File: src/rtl/sid_bus_scheduler.sv
// sid_bus_scheduler: shares the SID register-write bus between four requesters.
// Divides C6_CLK_8MHZ into SID_CLK, holds SID_NOTRES low after reset, and
// turns round-robin granted REQ/REQ_ADDR/REQ_DATA into SID_NOTCS write cycles.
// Ports: C6_CLK_8MHZ, C6_NOTRES (async, active low); REQ[3:0], REQ_ADDR[19:0],
//   REQ_DATA[31:0] in; ACK[3:0], BUSY, SID_CLK, SID_NOTRES, SID_NOTCS,
//   SID_ADDR[4:0], SID_DATA[7:0] out.
// Build option: define SID_BUS_SHADOW_EN to skip writes of unchanged values
//   to registers 0x00..0x18.
module sid_bus_scheduler #(
    parameter int DIV_LOG2     = 3,
    parameter int RESET_CYCLES = 16
) (
    input  logic        C6_CLK_8MHZ,
    input  logic        C6_NOTRES,
    input  logic [3:0]  REQ,
    input  logic [19:0] REQ_ADDR,
    input  logic [31:0] REQ_DATA,
    output logic [3:0]  ACK,
    output logic        BUSY,
    output logic        SID_CLK,
    output logic        SID_NOTRES,
    output logic        SID_NOTCS,
    output logic [4:0]  SID_ADDR,
    output logic [7:0]  SID_DATA
);

    localparam int CW = (RESET_CYCLES > 1) ? $clog2(RESET_CYCLES) : 1;
    localparam logic [CW-1:0] RST_LAST = CW'(RESET_CYCLES - 1);

    typedef enum logic [1:0] {
        RESET_HOLD,
        IDLE,
        WRITE,
        GAP
    } state_t;

    state_t              state;
    state_t              state_n;
    logic [DIV_LOG2-1:0] ph;
    logic [CW-1:0]       rst_cnt;
    logic [1:0]          rr;
    logic [1:0]          gnt_idx;
    logic [1:0]          cand;
    logic                gnt_any;
    logic                slot;
    logic                grant;
    logic                launch;
    logic                hit;
    logic [4:0]          sel_addr;
    logic [7:0]          sel_data;

    // Slot edge: the clock on which ph wraps, i.e. SID_CLK falls.
    assign slot       = &ph;
    assign SID_CLK    = ph[DIV_LOG2-1];
    assign SID_NOTRES = (state != RESET_HOLD);
    assign BUSY       = (state != IDLE);

    // Round robin: scan from rr downwards in priority so the port
    // nearest to rr is the last one to overwrite the choice.
    always_comb begin
        gnt_any = 1'b0;
        gnt_idx = rr;
        cand    = rr;
        for (int i = 3; i >= 0; i--) begin
            cand = rr + 2'(i);
            if (REQ[cand]) begin
                gnt_any = 1'b1;
                gnt_idx = cand;
            end
        end
    end

    always_comb begin
        sel_addr = REQ_ADDR[5*int'(gnt_idx) +: 5];
        sel_data = REQ_DATA[8*int'(gnt_idx) +: 8];
    end

`ifdef SID_BUS_SHADOW_EN
    logic [7:0]  shadow [25];
    logic [24:0] shadow_vld;
    logic        in_range;

    assign in_range = (sel_addr <= 5'd24);
    assign hit      = in_range && shadow_vld[sel_addr]
                      && (shadow[sel_addr] == sel_data);

    always_ff @(posedge C6_CLK_8MHZ or negedge C6_NOTRES) begin
        if (!C6_NOTRES) begin
            shadow_vld <= '0;
        end else if (launch && in_range) begin
            shadow_vld[sel_addr] <= 1'b1;
        end
    end

    // Contents are meaningless until the valid bit is set.
    always_ff @(posedge C6_CLK_8MHZ) begin
        if (launch && in_range) begin
            shadow[sel_addr] <= sel_data;
        end
    end
`else
    assign hit = 1'b0;
`endif

    always_comb begin
        state_n = state;
        grant   = 1'b0;
        launch  = 1'b0;
        unique case (state)
            RESET_HOLD: begin
                if (slot && rst_cnt == RST_LAST) state_n = IDLE;
            end
            IDLE, GAP: begin
                if (slot && gnt_any) begin
                    grant = 1'b1;
                    // A suppressed write is acknowledged but leaves
                    // the state untouched.
                    if (!hit) begin
                        launch  = 1'b1;
                        state_n = WRITE;
                    end
                end else if (slot) begin
                    state_n = IDLE;
                end
            end
            WRITE: begin
                if (slot) state_n = GAP;
            end
            default: state_n = RESET_HOLD;
        endcase
    end

    always_ff @(posedge C6_CLK_8MHZ or negedge C6_NOTRES) begin
        if (!C6_NOTRES) begin
            state <= RESET_HOLD;
        end else begin
            state <= state_n;
        end
    end

    always_ff @(posedge C6_CLK_8MHZ or negedge C6_NOTRES) begin
        if (!C6_NOTRES) begin
            ph        <= '0;
            rst_cnt   <= '0;
            rr        <= '0;
            ACK       <= '0;
            SID_NOTCS <= 1'b1;
            SID_ADDR  <= '0;
            SID_DATA  <= '0;
        end else begin
            ph  <= ph + DIV_LOG2'(1);
            ACK <= grant ? (4'b0001 << gnt_idx) : 4'b0000;
            if (state == RESET_HOLD && slot) rst_cnt <= rst_cnt + CW'(1);
            if (grant) rr <= gnt_idx + 2'd1;
            if (slot) SID_NOTCS <= !launch;
            if (launch) begin
                SID_ADDR <= sel_addr;
                SID_DATA <= sel_data;
            end
        end
    end

endmodule

File: config.mk
export PLATFORM = sky130hd
export DESIGN_NAME = sid_bus_scheduler
export DESIGN_NICKNAME = d
export VERILOG_FILES = /design/src/rtl/sid_bus_scheduler.sv
export SDC_FILE = /design/constraint.sdc
export NUM_CORES = 1
export LEC_CHECK = 0
export ABC_AREA = 1
export CAP_MARGIN = 40
export CORE_UTILIZATION = 44
export CTS_CLUSTER_SIZE = 40
export DETAILED_ROUTE_END_ITERATION = 10
export PLACE_DENSITY_LB_ADDON = 0.1
export SLEW_MARGIN = 20
export SYNTH_ARGS = -nofsm -noshare
export SYNTH_HDL_FRONTEND = slang
export SYNTH_SLANG_ARGS = --single-unit
File: constraint.sdc
create_clock -name C6_CLK_8MHZ -period 2.3 [get_ports C6_CLK_8MHZ]
set_input_delay 0.345 -clock C6_CLK_8MHZ [delete_from_list [all_inputs] [get_ports C6_CLK_8MHZ]]
set_output_delay 0.345 -clock C6_CLK_8MHZ [all_outputs]
set_load 0.02 [all_outputs]
# --- Word level (Yosys, flattened, before mapping) ---
# Index checks and enable logic that the tools add are counted.
# W data, S select, Z words.
totals:
  reg_bits: 29
  input_bits: 58
  output_inout_bits: 21
  word_cells: 63
classes:
  add_sub_neg: 6
  mul: 1
  n_lt_le_gt_ge: 4
  eq_ne: 8
  n_shift: 3
  muxes: 24
  n_reduce_logical: 9
op_table:
  columns: ["op", "n"]
  rows:
  - ["$shiftx A32 B6 Y8", 1]
  - ["$shiftx A20 B6 Y5", 1]
  - ["$mux W2", 8]
  - ["$lt A2 B3 Y1 const B", 4]
  - ["$mux W1", 10]
  - ["$bmux W1 S2", 4]
  - ["$pmux W2 S3", 1]
  - ["$reduce_and A3 Y1", 2]
  - ["$mul A3 B2 Y5 const A", 1]
  - ["$add A2 B1 Y2 const B", 2]
  - ["$add A2 B2 Y2 const B", 2]
  - ["$add A4 B1 Y4 const B", 1]
  - ["$eq A2 B2 Y1 const B", 2]
  - ["$eq A4 B4 Y1 const B", 1]
  - ["$mux W4", 1]
  - ["$ne A2 B2 Y1 const B", 2]
  - ["$shl A1 B2 Y4 const A", 1]
  - ["$add A3 B1 Y3 const B", 1]
  - ["$logic_and A1 B1 Y1", 3]
  - ["$ne A3 B3 Y1 const B", 1]
  - ["$eq A2 B1 Y1 const B", 1]
  - ["$logic_not A2 Y1", 1]
  - ["$ne A2 B1 Y1 const B", 1]
  - ["$reduce_bool A2 Y1", 1]
  - ["other kinds (2)", 2]

# --- Longest topological paths before layout ---
depth:
  depth_word: 11
  ltp_mapped: 14
  ltp_nobuf: 13

# --- Least setup slack after synthesis ---
# No wires, ideal clock.
synth_timing:
  path_type: "reg-to-reg"
  from: "reg rr[0]"
  to: "reg SID_ADDR[3]"
  setup_ps: 116
  arrival_time_ps: 1580
  required_time_ps: 2184
  setup_slack_ps: 603
  stages_incl_launch_ff: 12
  n_path_buf: 2
  synth_period_minus_slack_ps: 1697
  cell_sequence: "dfrtp_1 buf_6 nand2_1 nand2_1 nand2_2 nand3_2 or3_1 nand2_1 inv_2 buf_4 nand2_1 nand2_1"
synth_via:
  elab_chain_len: 10
  elab_cells_between_ends: 24
  cone_classes: "3 x add/sub; 1 x mul; 1 x shift; 18 x mux; 1 x reduce/logical"
synth_rtl:
  columns: ["item", "line", "source"]
  rows:
  - ["start, declared", "41", "logic [1:0] rr;"]
  - ["start signal, assigned", "154", "if (grant) rr <= gnt_idx + 2'd1;"]
  - ["parallel branches: the longest is 10 deep, another holds $mul A3 B2 Y5", null, null]
  - ["end signal, assigned", "157", "SID_ADDR <= sel_addr;"]
  - ["end, declared", "23", "output logic [4:0] SID_ADDR,"]
# Several ways; the timed one is not identified. The select of a mux whose other input is x is not followed.
# A chain may end at the register's enable or synchronous reset.

# --- Worst setup path after layout ---
layout_timing:
  from: "reg rr[0]"
  to: "reg SID_DATA[1]"
layout_via:
  elab_chain_len: 10
  elab_cells_between_ends: 23
  cone_classes: "3 x add/sub; 1 x shift; 18 x mux; 1 x reduce/logical"
layout_rtl:
  columns: ["item", "line", "source"]
  rows:
  - ["parallel branches: the longest is 10 deep, another holds $add A2 B2 Y2", null, null]
  - ["end signal, assigned", "158", "SID_DATA <= sel_data;"]
  - ["end, declared", "24", "output logic [7:0] SID_DATA"]
# Several ways; the timed one is not identified. The select of a mux whose other input is x is not followed.

==> metrics <==
I/O pins 79; Pint approximately 1.9 mW; setup slack after layout 0.308 ns; DIE AREA between 4000 and 5000 um^2; Mapped Area 1990 um^2; crit path from rr[0]; hold_buf cts 0; nets 440; Slew HR approximately two thirds; Worst-Margin Slew 0.506 ns; layout cells sized above 1 8.42%; Clock Skew 0.00502 ns; deepest clock path buffer count 2; reg2reg start rr[0]; die width 69.2 um; leakage approximately 1.6 nW; multi-input combinational cell area between 1000 and 1500 um^2; Initial Utilization 45.7%; switching portion of total power about half; Max Cap Viol 0; Final min period around 2 ns; Post-CTS Setup Repair Bufs 0; Hold Fails Final Rpt 0; Layout area overhead 46.5%; Syn Inst Count 299; Gates resized, CTS repair 0; Place WS 0.104 ns; Total Routing Usage GR between 20% and 30%; Comb power frac between 60 and 70%; NetSw roughly 1.9 mW; Vias per Instance between 4 and 5; Synth cell types 28; clock buffer count from CTS 5; yosys warns 0; WL final about 5.2 mm; Slew Viols, Final 0; worst hold path type input pin to async pin; Fmax 0.502 GHz; Die Ht approximately 70 um; CP arrival approximately 2.2 ns; core area around 4400 um^2; synthesized flop and latch total 29; Final Setup Violations 0; crit start category register; routed length per instance 12.1 um; outcome completed; Routability Congestion a little under 0.9; WS Path Type register to register; Power Dens Cells roughly 1300 nW/um^2; Syn Nets 360; Clk pin slew, worst setup/hold paths around 0.060 ns; register area around 730 um^2; sequential fraction of the synthesis area between 30% and 40%; ANT nets after route 0; share of power burned in registers between 20% and 30%; clock power share between 10% and 20%; drt pass-1 iters 4; initial drt markers between 100 and 150; CP endpoint kind register; RR Endpoint SID_DATA[1]; pin count of the biggest net entering global routing 30; ANT cells 0; CTS root buffer clkbuf_8; grt ovf 0; r2r worst-path depth 12; largest fanout on the critical path 13; via count around 2100; # DRC 0; vias in the first global route between 2000 and 2500; Final period util ~87%; clock sinks 29; CTS tree done; setup_tns 0 ns; flop2flop setup slack 0.31 ns; RSZ-0062 raised after global routing false; initial antenna violation count 0; worst skew pair latency 0.28 ns; Worst VDD drop about 0.63 mV; number of port buffers 78; crit path to SID_DATA[1]; global-route wire length before repair 8.78 mm; Core Rows 24; HPWL Detailed ~3.9 mm; Avg Inst Size Synth 6.65 um^2; CTS H-tree depth 2; Fillers 407; data required time of the critical path approximately 2.5 ns
[area by class of cell]
class	instances	area share [%]
clock buffers	6	2.49
multi-input cells	211	34.3
clock inverters	2	0.343
repair buffers	86	29.7
flip-flops and latches	29	24.9
well taps	52	2.23
inverters	46	5.93
[cells in the mapped netlist (all sizes together)]
| cell type | number | area share, % |
|---|---|---|
| nor3 | 3 | 1.0 |
| inv | 45 | 8.5 |
| ha | 3 | 1.9 |
| clkinv | 1 | 0.19 |
| a32oi | 1 | 0.44 |
| xor2 | 2 | 0.88 |
| buf | 13 | 4.5 |
| a21oi | 1 | 0.44 |
| or3 | 1 | 0.31 |
| xnor2 | 1 | 0.44 |
| o21ai | 4 | 1.0 |
| nand4 | 2 | 1.4 |
| mux2 | 1 | 0.57 |
| dfrtp | 28 | 35 |
| nor2 | 6 | 1.1 |
| nand3 | 63 | 17 |
| dfstp | 1 | 1.3 |
| nand2 | 123 | 24 |
[flip-flops by register name, indices dropped and copies added, names as in the netlist, named ones only]
signal     count
state          1
rst_cnt        4
SID_ADDR       5
ph             3
SID_DATA       8
ACK            4
rr             2
SID_NOTCS      1
[critical path, stage by stage (launching register included)]
cell and delay (ns):
dfrtp_1 0.43, buf_4 0.19, o21ai_1 0.17, nand2_1 0.10, nand3_2 0.13, nand3_2 0.10, nand2_1 0.33, nand3_1 0.12
nand2_1 0.10, nand2_1 0.05, nand2_1 0.09, nand2_1 0.05, nand2_1 0.06
[routing by layer]
metal	vias to the layer above	GRT usage [%]	share of wire, %
li1	1085	-	-
met1	968	27.8	43
met2	73	38.4	48
met3	10	6.54	6.5
met4	0	9.07	2.0
met5	-	0	0
[power groups by stage]
stage               clock, mW  combinational (mW)  sequential, mW
floorplan                   0                1.69           0.932
global placement            0                2.56           0.817
detailed placement          0                2.60           0.814
CTS                     0.407                2.61           0.812
global route            0.421                2.89           0.836
finish                  0.400                2.59           0.812
[placed cells by master (no fill, tap or decap)]
cell             netlist  routed
nand2_4                2       2
o21ai_0                3       3
inv_2                  5       5
inv_1                 40      40
dfrtp_1               28      28
nand3_1               60      60
nor2_1                 6       6
xor2_1                 2       2
ha_1                   3       3
or3_1                  1       1
clkinv_2               0       2
clkinv_1               1       1
o21ai_1                1       1
buf_4                  5       6
clkbuf_8               0       5
nand4_1                1       1
nor3_2                 1       1
dfstp_2                1       1
nand2_2                2       2
nand2_1              119     119
xnor2_1                1       1
clkdlybuf4s50_1        0      78
nor3_1                 2       2
a21oi_2                1       1
nand4_4                1       1
nand3_2                3       3
buf_12                 0       2
a32oi_1                1       1
mux2_2                 1       1
clkbuf_1               0       1
[logic make-up (layout without fill, tap and decap cells)]
family | Yosys count | in the layout | share of synthesized area [%]
flip-flops | 29 | 29 | 36.5
adder cells (fa/ha/maj) | 3 | 3 | 1.89
AO/OA/AOI/OAI | 6 | 6 | 1.89
AND/OR/NAND/NOR | 198 | 198 | 44.7
multiplexers | 1 | 1 | 0.566
XOR/XNOR | 3 | 3 | 1.32
buffers and inverters | 59 | 140 | 13.1
[worst min path at each step]
stage | start | cells past startpoint | endpoint | slack [ns]
after floorplan | C6_NOTRES | 0 | ACK[0] | 0.05
after global placement | ph[0] | 1 | ph[0] | 0.42
after detailed placement | ph[0] | 1 | ph[0] | 0.42
after CTS | C6_NOTRES | 2 | state[0] | 0.45
after global routing | C6_NOTRES | 2 | rr[1] | 0.47
final | C6_NOTRES | 2 | ACK[1] | 0.44
[stage by stage]
stage                     cell area (um^2)  instances  util [%]  hold WS, ns  total power [mW]
final                                 2910        432      66.9        0.441              3.80
after global routing                  2910        432      66.9        0.472              4.15
after CTS                             2910        432      66.9        0.451              3.83
after detailed placement              2830        424      65.0        0.425              3.41
after global placement                2830        424      65.0        0.422              3.38
after floorplan                       1990        299         -       0.0494              2.62
Power figures use the tool's default switching activity.
